File: src/rtl/mem_port_arbiter_if.sv
// Bus bundle between the CPU32 fetch/load-store requesters, the memory port arbiter
// and the single-port memory.
interface mem_port_arbiter_if #(
    parameter int ADDR_W = 10
);
    logic              if_req;
    logic [31:0]       if_addr;
    logic              if_ready;
    logic              if_rvalid;
    logic [31:0]       if_rdata;
    logic              if_err;

    logic              ls_req;
    logic              ls_we;
    logic [3:0]        ls_be;
    logic [31:0]       ls_addr;
    logic [31:0]       ls_wdata;
    logic              ls_ready;
    logic              ls_rvalid;
    logic [31:0]       ls_rdata;
    logic              ls_err;

    logic              mem_en;
    logic              mem_we;
    logic [3:0]        mem_be;
    logic [ADDR_W-1:0] mem_addr;
    logic [31:0]       mem_wdata;
    logic [31:0]       mem_rdata;

    // Arbiter side: serves both requesters and drives the memory.
    modport slave (
        input  if_req, if_addr,
        output if_ready, if_rvalid, if_rdata, if_err,
        input  ls_req, ls_we, ls_be, ls_addr, ls_wdata,
        output ls_ready, ls_rvalid, ls_rdata, ls_err,
        output mem_en, mem_we, mem_be, mem_addr, mem_wdata,
        input  mem_rdata
    );

    // Environment side: requesters plus the memory itself.
    modport master (
        output if_req, if_addr,
        input  if_ready, if_rvalid, if_rdata, if_err,
        output ls_req, ls_we, ls_be, ls_addr, ls_wdata,
        input  ls_ready, ls_rvalid, ls_rdata, ls_err,
        input  mem_en, mem_we, mem_be, mem_addr, mem_wdata,
        output mem_rdata
    );
endinterface

File: src/rtl/mem_port_arbiter.sv
// Round-robin arbiter sharing one single-port memory between instruction fetch and
// load/store, with address checking and a fixed one-cycle response.
module mem_port_arbiter #(
    parameter int MEM_SIZE = 1024,
    parameter int ADDR_W   = 10
) (
    input  logic               clock,
    input  logic               reset,
    mem_port_arbiter_if.slave  bus
);

    typedef enum logic {
        OWNER_IF = 1'b0,
        OWNER_LS = 1'b1
    } owner_e;

    localparam logic [30:0] MEM_WORDS = 31'(MEM_SIZE);

    owner_e      last_grant;
    owner_e      last_grant_nxt;

    logic        gnt_if_p0;
    logic        gnt_ls_p0;
    logic [31:0] sel_addr_p0;
    logic        sel_err_p0;

    logic        tag_vld_p1;
    owner_e      tag_owner_p1;
    logic        tag_err_p1;
    logic        tag_wr_p1;
    logic        rd_ok_p1;

    function automatic logic addr_bad(input logic [31:0] addr);
        return (addr[1:0] != 2'b00) || ({1'b0, addr[31:2]} >= MEM_WORDS);
    endfunction

    // Stage p0: arbitrate, check the winner's address and issue to memory.
    always_comb begin
        gnt_if_p0      = 1'b0;
        gnt_ls_p0      = 1'b0;
        sel_addr_p0    = 32'h0;
        sel_err_p0     = 1'b0;
        last_grant_nxt = last_grant;
        bus.mem_en     = 1'b0;
        bus.mem_we     = 1'b0;
        bus.mem_be     = 4'b0000;
        bus.mem_addr   = '0;
        bus.mem_wdata  = 32'h0;

        // Outputs are forced low while reset is held, including the combinational readies.
        if (reset) begin
            if (bus.if_req && (!bus.ls_req || last_grant == OWNER_LS)) begin
                gnt_if_p0 = 1'b1;
            end else if (bus.ls_req) begin
                gnt_ls_p0 = 1'b1;
            end
        end

        if (gnt_if_p0) begin
            sel_addr_p0    = bus.if_addr;
            last_grant_nxt = OWNER_IF;
        end else if (gnt_ls_p0) begin
            sel_addr_p0    = bus.ls_addr;
            last_grant_nxt = OWNER_LS;
        end

        sel_err_p0 = (gnt_if_p0 || gnt_ls_p0) && addr_bad(sel_addr_p0);

        if ((gnt_if_p0 || gnt_ls_p0) && !sel_err_p0) begin
            bus.mem_en   = 1'b1;
            bus.mem_addr = sel_addr_p0[ADDR_W+1:2];
            bus.mem_be   = 4'b1111;
            if (gnt_ls_p0 && bus.ls_we) begin
                bus.mem_we    = 1'b1;
                bus.mem_be    = bus.ls_be;
                bus.mem_wdata = bus.ls_wdata;
            end
        end
    end

    assign bus.if_ready = gnt_if_p0;
    assign bus.ls_ready = gnt_ls_p0;

    // Stage p0 -> p1: capture the grant as a response tag.
    always_ff @(posedge clock or negedge reset) begin
        if (!reset) begin
            last_grant   <= OWNER_LS;
            tag_vld_p1   <= 1'b0;
            tag_owner_p1 <= OWNER_IF;
            tag_err_p1   <= 1'b0;
            tag_wr_p1    <= 1'b0;
        end else begin
            last_grant   <= last_grant_nxt;
            tag_vld_p1   <= gnt_if_p0 || gnt_ls_p0;
            tag_owner_p1 <= gnt_ls_p0 ? OWNER_LS : OWNER_IF;
            tag_err_p1   <= sel_err_p0;
            tag_wr_p1    <= gnt_ls_p0 && bus.ls_we;
        end
    end

    // Stage p1: steer memory read data to the tag owner; writes and errors return zero.
    assign rd_ok_p1      = !tag_err_p1 && !tag_wr_p1;

    assign bus.if_rvalid = tag_vld_p1 && (tag_owner_p1 == OWNER_IF);
    assign bus.if_err    = bus.if_rvalid && tag_err_p1;
    assign bus.if_rdata  = (bus.if_rvalid && rd_ok_p1) ? bus.mem_rdata : 32'h0;

    assign bus.ls_rvalid = tag_vld_p1 && (tag_owner_p1 == OWNER_LS);
    assign bus.ls_err    = bus.ls_rvalid && tag_err_p1;
    assign bus.ls_rdata  = (bus.ls_rvalid && rd_ok_p1) ? bus.mem_rdata : 32'h0;

endmodule

File: src/flat_wrapper.sv
// flat-port wrapper written by rule: the top's interface ports become plain ports
module mem_port_arbiter_flat 
#(
    parameter int MEM_SIZE = 1024,
    parameter int ADDR_W   = 10
)
  (clock, reset, bus_if_req, bus_if_addr, bus_if_ready, bus_if_rvalid, bus_if_rdata, bus_if_err, bus_ls_req, bus_ls_we, bus_ls_be, bus_ls_addr, bus_ls_wdata, bus_ls_ready, bus_ls_rvalid, bus_ls_rdata, bus_ls_err, bus_mem_en, bus_mem_we, bus_mem_be, bus_mem_addr, bus_mem_wdata, bus_mem_rdata);
  mem_port_arbiter_if #(.ADDR_W(ADDR_W)) bus_i ();
  input  logic clock;
  input  logic reset;
  input wire logic [$bits(bus_i.if_req)-1:0] bus_if_req;
  input wire logic [$bits(bus_i.if_addr)-1:0] bus_if_addr;
  output wire logic [$bits(bus_i.if_ready)-1:0] bus_if_ready;
  output wire logic [$bits(bus_i.if_rvalid)-1:0] bus_if_rvalid;
  output wire logic [$bits(bus_i.if_rdata)-1:0] bus_if_rdata;
  output wire logic [$bits(bus_i.if_err)-1:0] bus_if_err;
  input wire logic [$bits(bus_i.ls_req)-1:0] bus_ls_req;
  input wire logic [$bits(bus_i.ls_we)-1:0] bus_ls_we;
  input wire logic [$bits(bus_i.ls_be)-1:0] bus_ls_be;
  input wire logic [$bits(bus_i.ls_addr)-1:0] bus_ls_addr;
  input wire logic [$bits(bus_i.ls_wdata)-1:0] bus_ls_wdata;
  output wire logic [$bits(bus_i.ls_ready)-1:0] bus_ls_ready;
  output wire logic [$bits(bus_i.ls_rvalid)-1:0] bus_ls_rvalid;
  output wire logic [$bits(bus_i.ls_rdata)-1:0] bus_ls_rdata;
  output wire logic [$bits(bus_i.ls_err)-1:0] bus_ls_err;
  output wire logic [$bits(bus_i.mem_en)-1:0] bus_mem_en;
  output wire logic [$bits(bus_i.mem_we)-1:0] bus_mem_we;
  output wire logic [$bits(bus_i.mem_be)-1:0] bus_mem_be;
  output wire logic [$bits(bus_i.mem_addr)-1:0] bus_mem_addr;
  output wire logic [$bits(bus_i.mem_wdata)-1:0] bus_mem_wdata;
  input wire logic [$bits(bus_i.mem_rdata)-1:0] bus_mem_rdata;
  assign bus_i.if_req = bus_if_req;
  assign bus_i.if_addr = bus_if_addr;
  assign bus_if_ready = bus_i.if_ready;
  assign bus_if_rvalid = bus_i.if_rvalid;
  assign bus_if_rdata = bus_i.if_rdata;
  assign bus_if_err = bus_i.if_err;
  assign bus_i.ls_req = bus_ls_req;
  assign bus_i.ls_we = bus_ls_we;
  assign bus_i.ls_be = bus_ls_be;
  assign bus_i.ls_addr = bus_ls_addr;
  assign bus_i.ls_wdata = bus_ls_wdata;
  assign bus_ls_ready = bus_i.ls_ready;
  assign bus_ls_rvalid = bus_i.ls_rvalid;
  assign bus_ls_rdata = bus_i.ls_rdata;
  assign bus_ls_err = bus_i.ls_err;
  assign bus_mem_en = bus_i.mem_en;
  assign bus_mem_we = bus_i.mem_we;
  assign bus_mem_be = bus_i.mem_be;
  assign bus_mem_addr = bus_i.mem_addr;
  assign bus_mem_wdata = bus_i.mem_wdata;
  assign bus_i.mem_rdata = bus_mem_rdata;
  mem_port_arbiter #(.MEM_SIZE(MEM_SIZE), .ADDR_W(ADDR_W)) u_core (.clock(clock), .reset(reset), .bus(bus_i));
endmodule
File: config.mk
export PLATFORM = sky130hd
export DESIGN_NAME = mem_port_arbiter_flat
export DESIGN_NICKNAME = d
export VERILOG_FILES = /design/src/rtl/mem_port_arbiter_if.sv /design/src/rtl/mem_port_arbiter.sv /design/src/flat_wrapper.sv
export SDC_FILE = /design/constraint.sdc
export NUM_CORES = 1
export LEC_CHECK = 0
export BUFFER_PORTS_ARGS = -buffer_cell sky130_fd_sc_hd__clkbuf_2
export CAP_MARGIN = 20
export CORE_AREA = 8 8 93 95
export DETAILED_ROUTE_END_ITERATION = 10
export DIE_AREA = 0 0 101 103
export PLACE_DENSITY_LB_ADDON = 0.25
export SLEW_MARGIN = 20
export SYNTH_ARGS = -nofsm -noshare
export SYNTH_HDL_FRONTEND = slang
export SYNTH_SLANG_ARGS = --single-unit
File: constraint.sdc
create_clock -name clock -period 3.2 [get_ports clock]
set_input_delay 0.32 -clock clock [delete_from_list [all_inputs] [get_ports clock]]
set_output_delay 0.32 -clock clock [all_outputs]
set_load 0.05 [all_outputs]
==> flow_summary_export.csv, run 1 <==
group,metric,value,unit
outcome,outcome,"complete, no violations",
die,die_h,103,um
logic_synthesis,ys_ff_latch,5,
setup_path,critPathMaxFanout,34,
job,max_cap_violations,0,
setup_path,crit_path_start_kind,"primary input",
logic_synthesis,yosys.area.top_type_share,0.347,
timing,finalSetupTns,0,ps
min_path,hp-class,"in2reg",
power_and_ir_drop,p_per_area,184,mW/mm2
timing,timing.final.ws_setup,383,ps
logic_synthesis,synth_cell_types,27,
logic_synthesis,synth_xor_area_frac,0,
logic_synthesis,synth_flop_cell,"dfrtp_1",
power_and_ir_drop,p_int,0.262,mW
cts,path_clk_slew,30,ps
logic_synthesis,seq_area_frac_synth,0.103,
timing,drv_slew,0,
timing,layout_worst_path_cycle_share,0.880,
power_and_ir_drop,power_frac_clock,0.232,
logic_synthesis,syn_inst,174,
drt,drc,0,
placement,place_ws,786,ps
logic_synthesis,synthArstFlopShare,1.00,
drt,first_iter_violations,28,
power_and_ir_drop,p_seq_frac,0.160,
global_route,grt_max_degree,39,
logic_synthesis,synth_edf_count,0,
power_and_ir_drop,power_frac_comb,0.608,
drt,via_per_inst,4.27,
finish,fin_nets,560,
drt,wl_per_cell,15.4,um
logic_synthesis,synth_top_area_cell,"and2_1",
drt,firstDrtPassIters,3,
global_route,grt_pass1_vias,2308,
die,fp.coreArea,0.00714,mm2
drt,wl,8.02,mm
global_route,grt_pass1_wl,11.5,mm
logic_synthesis,ys_warn_count,0,
logic_synthesis,synthMuxAreaShare,0,
timing,tightest_slew,567,ps
setup_path,r2r_cells,4,
placement,gp_congestion,0.827,
logic_synthesis,synth_fa_ha_area_frac,0,
cts,clk_path_buf_depth,2,
power_and_ir_drop,netSwitchingPower,0.225,mW
logic_synthesis,yosys-top-cells-count,"and2_1, and3_1, clkbuf_1",
logic_synthesis,netlist_top_cells_area,"and2_1, and3_1, a32o_1",
logic_synthesis,syn_avg_cell_area,7.05,um2
drt,vias,2226,
timing,clock_skew,0.227,ps
die,die-area,0.0104,mm2
logic_synthesis,syn-num-nets,311,
timing,min_period,2820,ps
power_and_ir_drop,p_leak,1.73,nW
power_and_ir_drop,ir_drop,0.0732,mV
drt,antenna_left,0,
cts,cts_buffers,3,
die,start_util,0.172,
cts,clockRootBuffer,"clkbuf_8",
finish,drive_gt1_frac,0.647,
global_route,grt_util_all_layers,0.137,
logic_synthesis,yosysMostFrequentCell,"and2_1",
cts,cts.sinks,5,
min_path,holdPathStages,2,
power_and_ir_drop,swShare,0.462,
logic_synthesis,syn-cell-area,0.00123,mm2
cts,tritoncts,"built",
finish,synthToLayoutAreaGrowth,116,%
die,dieWidth,101,um
placement,place_area,0.00259,mm2
timing,finalHoldViolCount,0,
setup_path,critPathKind,"in2out",
finish,fin_area,0.00264,mm2
timing,slew-limit-headroom,0.622,
die,core.rowCount,31,
logic_synthesis,synthSimpleGateAreaFrac,0.645,
global_route,antenna_found_initial,0,
logic_synthesis,synth_top_family_by_area,"simple AND/OR/NAND/NOR gates",
setup_path,cp-end-kind,"output port",
finish,num_antenna_cells,0,
placement,hpwl,7.30,mm
placement,port_buffers,254,
cts,clk_latency,220,ps
timing,setup_viol,0,
setup_path,cp.arrival,2500,ps
setup_path,required,2880,ps
global_route,gr-total-overflow,0,
logic_synthesis,synth_compound_area_frac,0.173,
cts,ctsHtreeMaxLevel,1,
timing,rsz0062_at_grt,"no",
timing,max_freq,355,MHz
die,io_pins,255,
[sequential cells by signal, summed over array words and instances, names as in the netlist]
name                 cells
u_core.last_grant        1
u_core.tag_err_p1        1
u_core.tag_owner_p1      1
u_core.tag_vld_p1        1
u_core.tag_wr_p1         1
[metal layers]
layer / share of wire / vias up / GRT usage
met1: 0.32 / 956 / 0.125
met3: 0.17 / 4 / 0.0770
met4: 0.0077 / 0 / 0.0298
met2: 0.51 / 154 / 0.258
li1: - / 1112 / -
met5: 0 / - / 0
[stage by stage]
step,std cells,power [mW],util,hold WS (ps)
floorplan,174,0.246,-,24.4
global placement,516,0.374,0.363,176
detailed placement,516,0.377,0.363,177
CTS,521,0.494,0.370,314
global route,521,0.519,0.370,346
finish,521,0.487,0.370,318
[area by class of cell]
cell class	instances	area (um2)
timing repair buffer	260	1320
inverter	3	11.3
fill	816	4490
sequential	5	126
tap	99	124
clock buffer	4	45.0
multi-input combinational	150	1020
[logic make-up after synthesis]
family,after synthesis
AO/OA/AOI/OAI,21
flip-flops,5
AND/OR/NAND/NOR,129
buffers and inverters,19
[power by group through the flow]
stage	Clock (mW)	Sequential (mW)	Combinational, mW
6_report	0.113	0.0780	0.296
3_3_place_gp	0	0.0784	0.296
3_5_place_dp	0	0.0788	0.298
2_1_floorplan	0	0.0764	0.170
4_1_cts	0.117	0.0780	0.299
5_1_grt	0.122	0.0789	0.318
[final timing paths]
path / startpoint / end / slack, ps
min in group asynchronous: reset / u_core.tag_vld_p1 / 500
max in group asynchronous: reset / u_core.last_grant / 2460
worst min-delay path: bus_if_req / u_core.last_grant / 320
worst max-delay path: reset / bus_mem_wdata[8] / 380
worst max register to register: u_core.last_grant / u_core.tag_err_p1 / 1720
worst min register to register: u_core.last_grant / u_core.last_grant / 540
[critical path: stages]
cell and delay, ps:
dlygate4sd3_1 530, clkbuf_2 230, o211ai_2 210, a2111oi_4 370, buf_4 310, and3_1 220
clkbuf_2 290
[layout by cell type, fill, tap and decap left out, drive strengths merged]
cell,n
inv,3
nor4,9
nand4,2
a21oi,1
o211ai,1
dfstp,1
o22ai,1
buf,5
dlygate4sd3,1
a2111oi,1
or2,1
nor3b,2
clkbuf,258
a31o,4
nor2,3
nand2,3
a32o,10
nor2b,1
dfrtp,4
nand3,1
a31oi,1
nand2b,4
nor3,2
a211oi,1
and2,68
o21a,1
and3,33
[timing repair]
| action | 4_1_cts | 5_1_grt |
|---|---|---|
| setup buffers | 0 | 0 |
| hold buffers | 1 | 0 |
| resized for setup | 0 | 0 |
| endpoints found under the hold margin | 4 | 0 |
| endpoints found under the setup margin | 0 | 0 |
(Power assumes the default switching activity.)
==> run 2: changes to the inputs <==
ABC_CLOCK_PERIOD_IN_PS = 3200   (was unset)
CORE_AREA = 2 2 98 100   (was 8 8 93 95)
DIE_AREA = 0 0 100 102   (was 0 0 101 103)
==> flow_summary_export.csv, run 2 (synthesis gave the netlist of run 1 again) <==
group,metric,value,unit
setup_path,crit_path_cell_trace,"dlygate4sd3_1 > clkbuf_2 > o211ai_2 > a211oi_2 > buf_4 > a32o_1 > clkbuf_2",
setup_path,critPathKind,"in2out",
power_and_ir_drop,ir_drop,0.0862,mV
cts,path_clk_slew,30,ps
finish,fin_area,0.00266,mm2
placement,place_area,0.00260,mm2
setup_path,critPathMaxFanout,10,
drt,via_per_inst,4.19,
finish,drive_gt1_frac,0.647,
cts,ctsHtreeMaxLevel,1,
power_and_ir_drop,p_per_area,184,mW/mm2
placement,place_ws,696,ps
global_route,gr-total-overflow,0,
drt,antenna_left,0,
global_route,grt_pass1_wl,9.49,mm
drt,first_iter_violations,19,
timing,min_period,2900,ps
die,fp.coreArea,0.00911,mm2
job,max_cap_violations,0,
drt,wl_per_cell,12.4,um
timing,finalSetupTns,0,ps
drt,vias,2232,
cts,cts.sinks,5,
cts,clockRootBuffer,"clkbuf_8",
drt,firstDrtPassIters,3,
timing,timing.final.ws_setup,300,ps
timing,rsz0062_at_grt,"no",
finish,final_util,0.292,
die,dieWidth,100,um
timing,drv_slew,0,
timing,slew-limit-headroom,0.624,
setup_path,crit_path_start_kind,"primary input",
finish,final_cell_mix,"clkbuf_2, and2_1, and3_1",
global_route,grt_util_all_layers,0.115,
timing,tightest_slew,563,ps
finish,synthToLayoutAreaGrowth,117,%
die,die-area,0.0102,mm2
cts,cts_hold_buf,1,
global_route,grt_max_degree,39,
min_path,hp-class,"in2reg",
drt,drc,0,
timing,setup_viol,0,
die,die_h,102,um
drt,wl,6.61,mm
cts,cts_buffers,3,
timing,layout_worst_path_cycle_share,0.906,
setup_path,required,2880,ps
setup_path,rrSetupSlack,1550,ps
timing,clock_skew,0.538,ps
placement,hpwl,5.89,mm
placement,port_buffers,254,
setup_path,slowest_stage,"a211oi_2",
finish,num_antenna_cells,0,
setup_path,cp.arrival,2580,ps
cts,tritoncts,"built",
finish,fin_nets,560,
die,start_util,0.135,
setup_path,cp-end-kind,"output port",
timing,max_freq,345,MHz
finish,nFillCells,1003,
timing,finalHoldViolCount,0,
global_route,antenna_found_initial,0,
power_and_ir_drop,p_leak,1.73,nW
die,core.rowCount,35,
cts,clk_latency,220,ps
finish,mostFrequentLayoutCell,"clkbuf_2",
cts,cts-resized-gates,0,
setup_path,crit_top_cell,"clkbuf_2",
setup_path,cpPeakStageDelay,580,ps
die,io_pins,255,
cts,post_cts_buffers,0,
cts,clk_path_buf_depth,2,
placement,gp_congestion,0.782,
outcome,outcome,"complete, no violations",
global_route,grt_pass1_vias,1987,
==> run 2: stage by stage <==
step	power [mW]	std cells	hold WS [ps]
finish	0.489	533	331
global route	0.519	533	342
CTS	0.495	533	327
detailed placement	0.377	528	177
global placement	0.374	528	175
floorplan	0.246	174	24.4
==> run 2: final timing paths <==
check | start | depth (start not counted) | end
worst min register to register | u_core.last_grant | 2 | u_core.last_grant
worst min-delay path | bus_if_req | 2 | u_core.last_grant
worst max-delay path | reset | 7 | bus_mem_addr[5]
min in group asynchronous | reset | 2 | u_core.tag_owner_p1
worst max register to register | u_core.last_grant | 3 | u_core.tag_err_p1
max in group asynchronous | reset | 2 | u_core.last_grant
==> run 2: metal layers <==
layer	track usage	share of wire
met4	0.0221	0.0047
met3	0.0205	0.10
met2	0.234	0.53
met1	0.123	0.36
met5	0	0
==> run 2: layout make-up <==
type / count / area (um2) / area share
inverter: 3 / 11.3 / 0.00424
tap: 111 / 139 / 0.0522
clock buffer: 4 / 45.0 / 0.0169
timing repair buffer: 260 / 1320 / 0.496
multi-input combinational: 150 / 1020 / 0.383
sequential: 5 / 126 / 0.0475
==> run 2: worst max-delay path, delay by kind of cell <==
family                 cells  cell delay [ps]
AOI/OAI and AO/OA          3              970
buffers and inverters      4             1290
==> run 2: where the power goes <==
group	leakage [nW]	switching (mW)	internal, mW
combinational	1.65	0.192	0.105
sequential	0.0621	0.00641	0.0717
clock	0.0228	0.0285	0.0853
